File: config.mk
export PLATFORM = sky130hd
export DESIGN_NAME = ks_pipe_subtractor
export DESIGN_NICKNAME = d
export VERILOG_FILES = /design/src/rtl/ks_pipe_subtractor.sv
export SDC_FILE = /design/constraint.sdc
export NUM_CORES = 1
export LEC_CHECK = 0
export BUFFER_PORTS_ARGS = -buffer_cell sky130_fd_sc_hd__buf_2
export CAP_MARGIN = 20
export CELL_PAD_IN_SITES_DETAIL_PLACEMENT = 0
export CELL_PAD_IN_SITES_GLOBAL_PLACEMENT = 1
export CORE_UTILIZATION = 41
export DETAILED_ROUTE_END_ITERATION = 6
export PLACE_DENSITY_LB_ADDON = 0.3
export SLEW_MARGIN = 10
export SYNTH_ARGS = -nofsm -noshare
export SYNTH_HDL_FRONTEND = slang
export SYNTH_SLANG_ARGS = --single-unit
File: constraint.sdc
create_clock -name clk -period 1.5 [get_ports clk]
set_input_delay 0.3 -clock clk [delete_from_list [all_inputs] [get_ports clk]]
set_output_delay 0.3 -clock clk [all_outputs]
set_load 0.05 [all_outputs]
File: src/rtl/ks_pipe_subtractor.sv
// Three-stage pipelined Kogge-Stone subtractor with valid/ready flow control.
// Computes a + ~b + ~bin; the borrow-out is the inverted carry-out.
module ks_pipe_subtractor #(
  parameter int WIDTH   = 16,
  parameter int VALENCY = 2
) (
  input  logic             clk,
  input  logic             rst_n,
  input  logic [WIDTH-1:0] a,
  input  logic [WIDTH-1:0] b,
  input  logic             bin,
  input  logic             in_valid,
  output logic             in_ready,
  output logic [WIDTH-1:0] diff,
  output logic             bout,
  output logic             ovf,
  output logic             out_valid,
  input  logic             out_ready
);

  localparam int LEVELS = $clog2(WIDTH);
  localparam int HALF   = (LEVELS + 1) / 2;

  logic v1, v2, v3;
  logic ld1, ld2, ld3;

  logic [WIDTH-1:0] s1_g, s1_p;
  logic             s1_cin, s1_amsb;

  logic [WIDTH-1:0] s2_g, s2_gp, s2_p;
  logic             s2_cin, s2_amsb;

  logic [WIDTH-1:0] g_m, p_m;
  logic [WIDTH-1:0] g_f, p_f;
  logic [WIDTH-1:0] diff_c;
  logic             bout_c, ovf_c;

  assign ld3       = !v3 || out_ready;
  assign ld2       = !v2 || ld3;
  assign ld1       = !v1 || ld2;
  assign in_ready  = ld1;
  assign out_valid = v3;

  // Carry-in folded into bit 0 so every group G spans down to the cin
  always_comb begin
    g_m    = s1_g;
    p_m    = s1_p;
    g_m[0] = s1_g[0] | (s1_p[0] & s1_cin);
    for (int k = 0; k < HALF; k++) begin
      for (int i = WIDTH - 1; i >= VALENCY ** k; i--) begin
        g_m[i] = g_m[i] | (p_m[i] & g_m[i - VALENCY ** k]);
        p_m[i] = p_m[i] & p_m[i - VALENCY ** k];
      end
    end
  end

  always_comb begin
    g_f = s2_g;
    p_f = s2_gp;
    for (int k = HALF; k < LEVELS; k++) begin
      for (int i = WIDTH - 1; i >= VALENCY ** k; i--) begin
        g_f[i] = g_f[i] | (p_f[i] & g_f[i - VALENCY ** k]);
        p_f[i] = p_f[i] & p_f[i - VALENCY ** k];
      end
    end
  end

  // p msb is 0 exactly when the operand sign bits differ
  assign diff_c = s2_p ^ {g_f[WIDTH-2:0], s2_cin};
  assign bout_c = ~g_f[WIDTH-1];
  assign ovf_c  = ~s2_p[WIDTH-1] & (diff_c[WIDTH-1] ^ s2_amsb);

  always_ff @(posedge clk or negedge rst_n) begin
    if (!rst_n) begin
      v1      <= 1'b0;
      v2      <= 1'b0;
      v3      <= 1'b0;
      s1_g    <= '0;
      s1_p    <= '0;
      s1_cin  <= 1'b0;
      s1_amsb <= 1'b0;
      s2_g    <= '0;
      s2_gp   <= '0;
      s2_p    <= '0;
      s2_cin  <= 1'b0;
      s2_amsb <= 1'b0;
      diff    <= '0;
      bout    <= 1'b0;
      ovf     <= 1'b0;
    end else begin
      if (ld1) begin
        v1      <= in_valid;
        s1_g    <= a & ~b;
        s1_p    <= a ^ ~b;
        s1_cin  <= ~bin;
        s1_amsb <= a[WIDTH-1];
      end
      if (ld2) begin
        v2      <= v1;
        s2_g    <= g_m;
        s2_gp   <= p_m;
        s2_p    <= s1_p;
        s2_cin  <= s1_cin;
        s2_amsb <= s1_amsb;
      end
      if (ld3) begin
        v3 <= v2;
        if (v2) begin
          diff <= diff_c;
          bout <= bout_c;
          ovf  <= ovf_c;
        end
      end
    end
  end

endmodule

# Yosys cells after proc, flatten, opt, wreduce, memory -nomap -nowiden
# Cells that the tools add are included.
dict set report classes {
  bitwise_logic 146
  n_reduce_logical 7
}
# cell n
set op_table {}
lappend op_table {{1-bit bitwise AND} 88}
lappend op_table {{1-bit OR} 50}
lappend op_table {{16-bit XOR} 2}
lappend op_table {{16-bit bitwise AND} 1}
lappend op_table {{16-bit NOT} 1}
lappend op_table {{1-bit zero test} 3}
lappend op_table {{1-bit logical OR} 3}
lappend op_table {{1-bit NOT} 3}
lappend op_table {{2-bit AND reduction} 1}
lappend op_table {{1-bit XOR} 1}
dict set report word_totals {
  reg_bits 105
  input_bits 37
  output_inout_bits 20
  wordCells 168
}

# Logic depth before layout (Yosys ltp)
dict set report logic_depth {
  depth_word 7
  ltp_mapped 6
}

# Least setup slack after synthesis
# No wires, ideal clock.
dict set report synth_path {
  kind {register to register}
  from {register v3 (netlist: out_valid)}
  to {register s1_g[11]}
  setup_ns 0.128
  arrival_ns 1.590
  required_time_ns 1.372
  slack_ns -0.217
  stages_incl_launch_ff 6
  path_buffers 2
  synth_period_minus_slack_ns 1.717
  path_cell_list {dfrtp_1 > and3b_1 > nand2_1 > buf_4 > buf_6 > mux2_1}
}
dict set report synth_via {
  elab_chain_len 4
}
# item line
set synth_lines {}
lappend synth_lines {{from (decl)} 24} ;# logic v1, v2, v3;
lappend synth_lines {{from (signal assigned)} 107} ;# v3 <= v2;
lappend synth_lines {{1-bit zero test} 38} ;# assign ld3 = !v3 || out_ready;
lappend synth_lines {{1-bit logical OR} 38}
lappend synth_lines {{1-bit logical OR} 39} ;# assign ld2 = !v2 || ld3;
lappend synth_lines {{1-bit logical OR} 40} ;# assign ld1 = !v1 || ld2;
lappend synth_lines {{via in_ready} 13} ;# output logic in_ready,
lappend synth_lines {{to (signal assigned)} 93} ;# s1_g <= a & ~b;
lappend synth_lines {{to (decl)} 27} ;# logic [WIDTH-1:0] s1_g, s1_p;
# The timed path passes the listed nets, and every way through them passes these cells.
# A chain may end at the register's enable or synchronous reset.

# Worst setup path in the final report
dict set report layout_path {
  from {register v3 (netlist: out_valid)}
  to {output in_ready}
}
dict set report layout_via {
  elab_chain_len 4
}
# item line
set layout_lines {}
lappend layout_lines {{1-bit zero test} 38}
lappend layout_lines {{1-bit logical OR} 38}
lappend layout_lines {{1-bit logical OR} 39}
lappend layout_lines {{1-bit logical OR} 40}
lappend layout_lines {{to (decl)} 13}
# Every way passes these cells.

==> run summary <==
Critical path fanouts, max: 3
Total die area: 0.0113 mm2
Clock tree root buffer cell: clkbuf_8
RSZ-0062 raised after global routing: true
Peak VDD IR: 0.713 mV
Reg2reg path depth: 5
Hold path depth: 2
Net switching fraction of the power: 35.3%
Leak Pwr: 2.61 nW
Fraction of power consumed by the clock network: 24.2%
Setup ws final: -0.0135 ns
DR pass1 iterations: 4
Core area: 0.0104 mm2
Status: finished with violations
Max Fclk: 661 MHz
Antenna cells: 0
Combinational share of power: 28.6%
Clock-pin transition on the worst setup and hold timing paths: 0.09 ns
Clk_lat worst skew: 0.36 ns
Layout cells sized above 1: 24.1%
Post-synthesis sequential area ratio: 56.9%
Worst path slowest cell: dfrtp_2
RD Place Congestion: 0.779
Tcrit/Tclk final: 101%
CP peak stage delay: 0.41 ns
Worst clock skew: 0.0130 ns
Commonest non-fill, non-tap cell in the layout: dfrtp_1
Area growth syn-to-layout: 19.2%
Dpl hpwl: 6.47 mm
Nets: 533
Via density: 4.99
Sequential share of power: 47.2%
Overflow after GRT: 0
Drt initial violations: 90
Placed cells: 600
WS Path Type: flip-flop to output pin
Setup Viol. Count Final: 1
Warnings from Yosys: 0
First-pass GRT wire length: 14.9 mm
Number of cell rows: 37
Final hold vios: 0
CTS H-tree lvls: 3
Post-Syn Area: 0.00445 mm2
Critical path depth: 3
Total power: 7.73 mW
Number of I/O pins: 57
Residual DRC count: 0
CTS tree: done
Die X: 106 um
Non-filler cells, final: 621
Hold/Removal Path Class: input port to flip-flop
Clk sinks: 101
Port buffer count: 56
Mean Syn Cell Area: 10.9 um2
DP Worst Slack: 0.0607 ns
CP Buf/Inv Count: 1
Cell count after synthesis: 409
Routed via count: 3098
Rel. slew slack: 73.9%
Yosys reg bits: 101
Most frequent cells in the layout: dfrtp_1, nand2_1, buf_2
P per Cell Area: 1460 mW/mm2
Die span in y: 106 um
Starting Density: 42.7%
Internal power: 5.00 mW
Min Tclk post-route: 1.51 ns
Largest buffer count on any clock path: 2
CP cell instances: and3b_2, nand2_4, buf_8
Vias in the first global route: 3069
Syn_nets: 462
Largest net degree at the start of global routing: 44
Post-route ant nets: 0
Worst Path Required: 1.20 ns
Slew @ Worst Pin: 0.391 ns
CTS Buf Count: 9
DR WL/cell: 14.4 um
Startpoint types: flip-flop
Largest delay contributor family on the critical path: flip-flops
Worst path arrival time: 1.21 ns
Switching power: 2.73 mW
Final WL: 8.94 mm
Synth cell types: 30
GRT Total Usage: 17.0%
Max Slew Vio Count: 0
Max Cap Viol: 0
CP endpoint kind: output pin
Failing checks: negative setup slack
Initial antenna violation count: 0
-- state kept, by name, indices dropped and copies added (netlist names) --
name,count
diff,16
s1_g,16
s1_p,16
s2_g,16
s2_p,15
s2_gp,13
bout,1
out_valid,1
ovf,1
s1_amsb,1
s1_cin,1
s2_amsb,1
s2_cin,1
v1,1
v2,1
-- worst paths after layout --
kind,start,endpoint,slack (ns)
worst max register to register,out_valid$_DFFE_PN0P_,s1_p[6]$_DFFE_PN0P_,0.01
max in group asynchronous,rst_n,diff[14]$_DFFE_PN0P_,0.55
worst min register to register,s2_g[15]$_DFFE_PN0P_,bout$_DFFE_PN0P_,0.47
worst max-delay path,out_valid$_DFFE_PN0P_,in_ready,-0.01
worst min-delay path,bin,s1_cin$_DFFE_PN0P_,0.09
min in group asynchronous,rst_n,s1_p[4]$_DFFE_PN0P_,0.39
-- area by class of cell --
class | count | area [um2]
clock buffers | 12 | 145
clock inverters | 4 | 72.6
fillers | 982 | 5120
inverters | 17 | 63.8
multi-input cells | 275 | 1800
flip-flops and latches | 101 | 2530
well taps | 136 | 170
repair buffers | 76 | 520
-- stage by stage --
stage	utilization, %	instance area (um2)	TNS (ns)	hold slack (ns)
after floorplan	-	4480	-0.600	0.00441
after global placement	48.0	5000	0	0.253
after detailed placement	48.0	5000	0	0.253
after CTS	50.4	5250	-0.328	0.0785
after global routing	50.9	5300	-0.773	0.0773
final	50.9	5300	-0.0135	0.0928
-- power groups by stage --
stage	registers (mW)	logic, mW	clock network [mW]
global placement	3.68	2.17	0
finish	3.64	2.21	1.87
CTS	3.65	2.21	1.92
floorplan	4.30	0.906	0
global route	3.72	2.42	2.02
detailed placement	3.70	2.20	0
-- per-layer routing --
layer  track usage (%)  part of all wire [%]  wire length [um]
met2              25.8                    45              3980
met4              6.85                   1.6               140
met1              24.4                    50              4450
met5                 0                     0                 0
met3              2.70                   4.1               368
-- cells in the mapped netlist --
cell type,n,area share [%]
o211ai_1,9,1.5
xor2_1,6,1.2
nor2_1,8,0.68
nand2_1,96,8.1
a31oi_1,1,0.14
nand2b_1,4,0.56
nand4_1,4,0.56
o21a_1,11,1.9
o21bai_1,3,0.51
buf_4,1,0.17
inv_1,17,1.4
a21oi_1,22,2.5
and3b_1,1,0.20
dfrtp_1,101,57
clkbuf_1,7,0.59
nand3b_1,1,0.17
a211oi_1,2,0.34
ha_1,16,4.5
buf_2,6,0.68
or3_1,1,0.14
a21o_1,8,1.4
nor2b_1,1,0.14
o31ai_1,10,1.7
a211o_1,1,0.20
nand3_1,1,0.11
mux2_2,19,4.8
mux2_1,14,3.5
buf_6,2,0.51
o21ai_0,25,2.8
xnor2_1,11,2.2
-- repair_timing --
item | 4_1_cts | 5_1_grt
hold endpoints to repair | 23 | 0
pin swaps | 1 | 2
cloned | 0 | 2
gates resized for setup | 4 | 3
endpoints found under the setup margin | 1 | 28
buffers inserted | 1 | 1
hold buffers | 1 | 0
-- cells by family (layout without fill, tap and decap cells) --
logic type      count (synthesis)  in the layout  synth area share (%)
compound gates                 92             92                  12.9
mux                            33             33                  8.36
simple gates                  117            117                  10.7
xor+xnor                       17             17                  3.35
buf+inv                        33            109                  3.38
flops                         101            101                  56.9
fa+ha+maj                      16             16                  4.50
No activity file was read; power rests on OpenSTA's default activity.
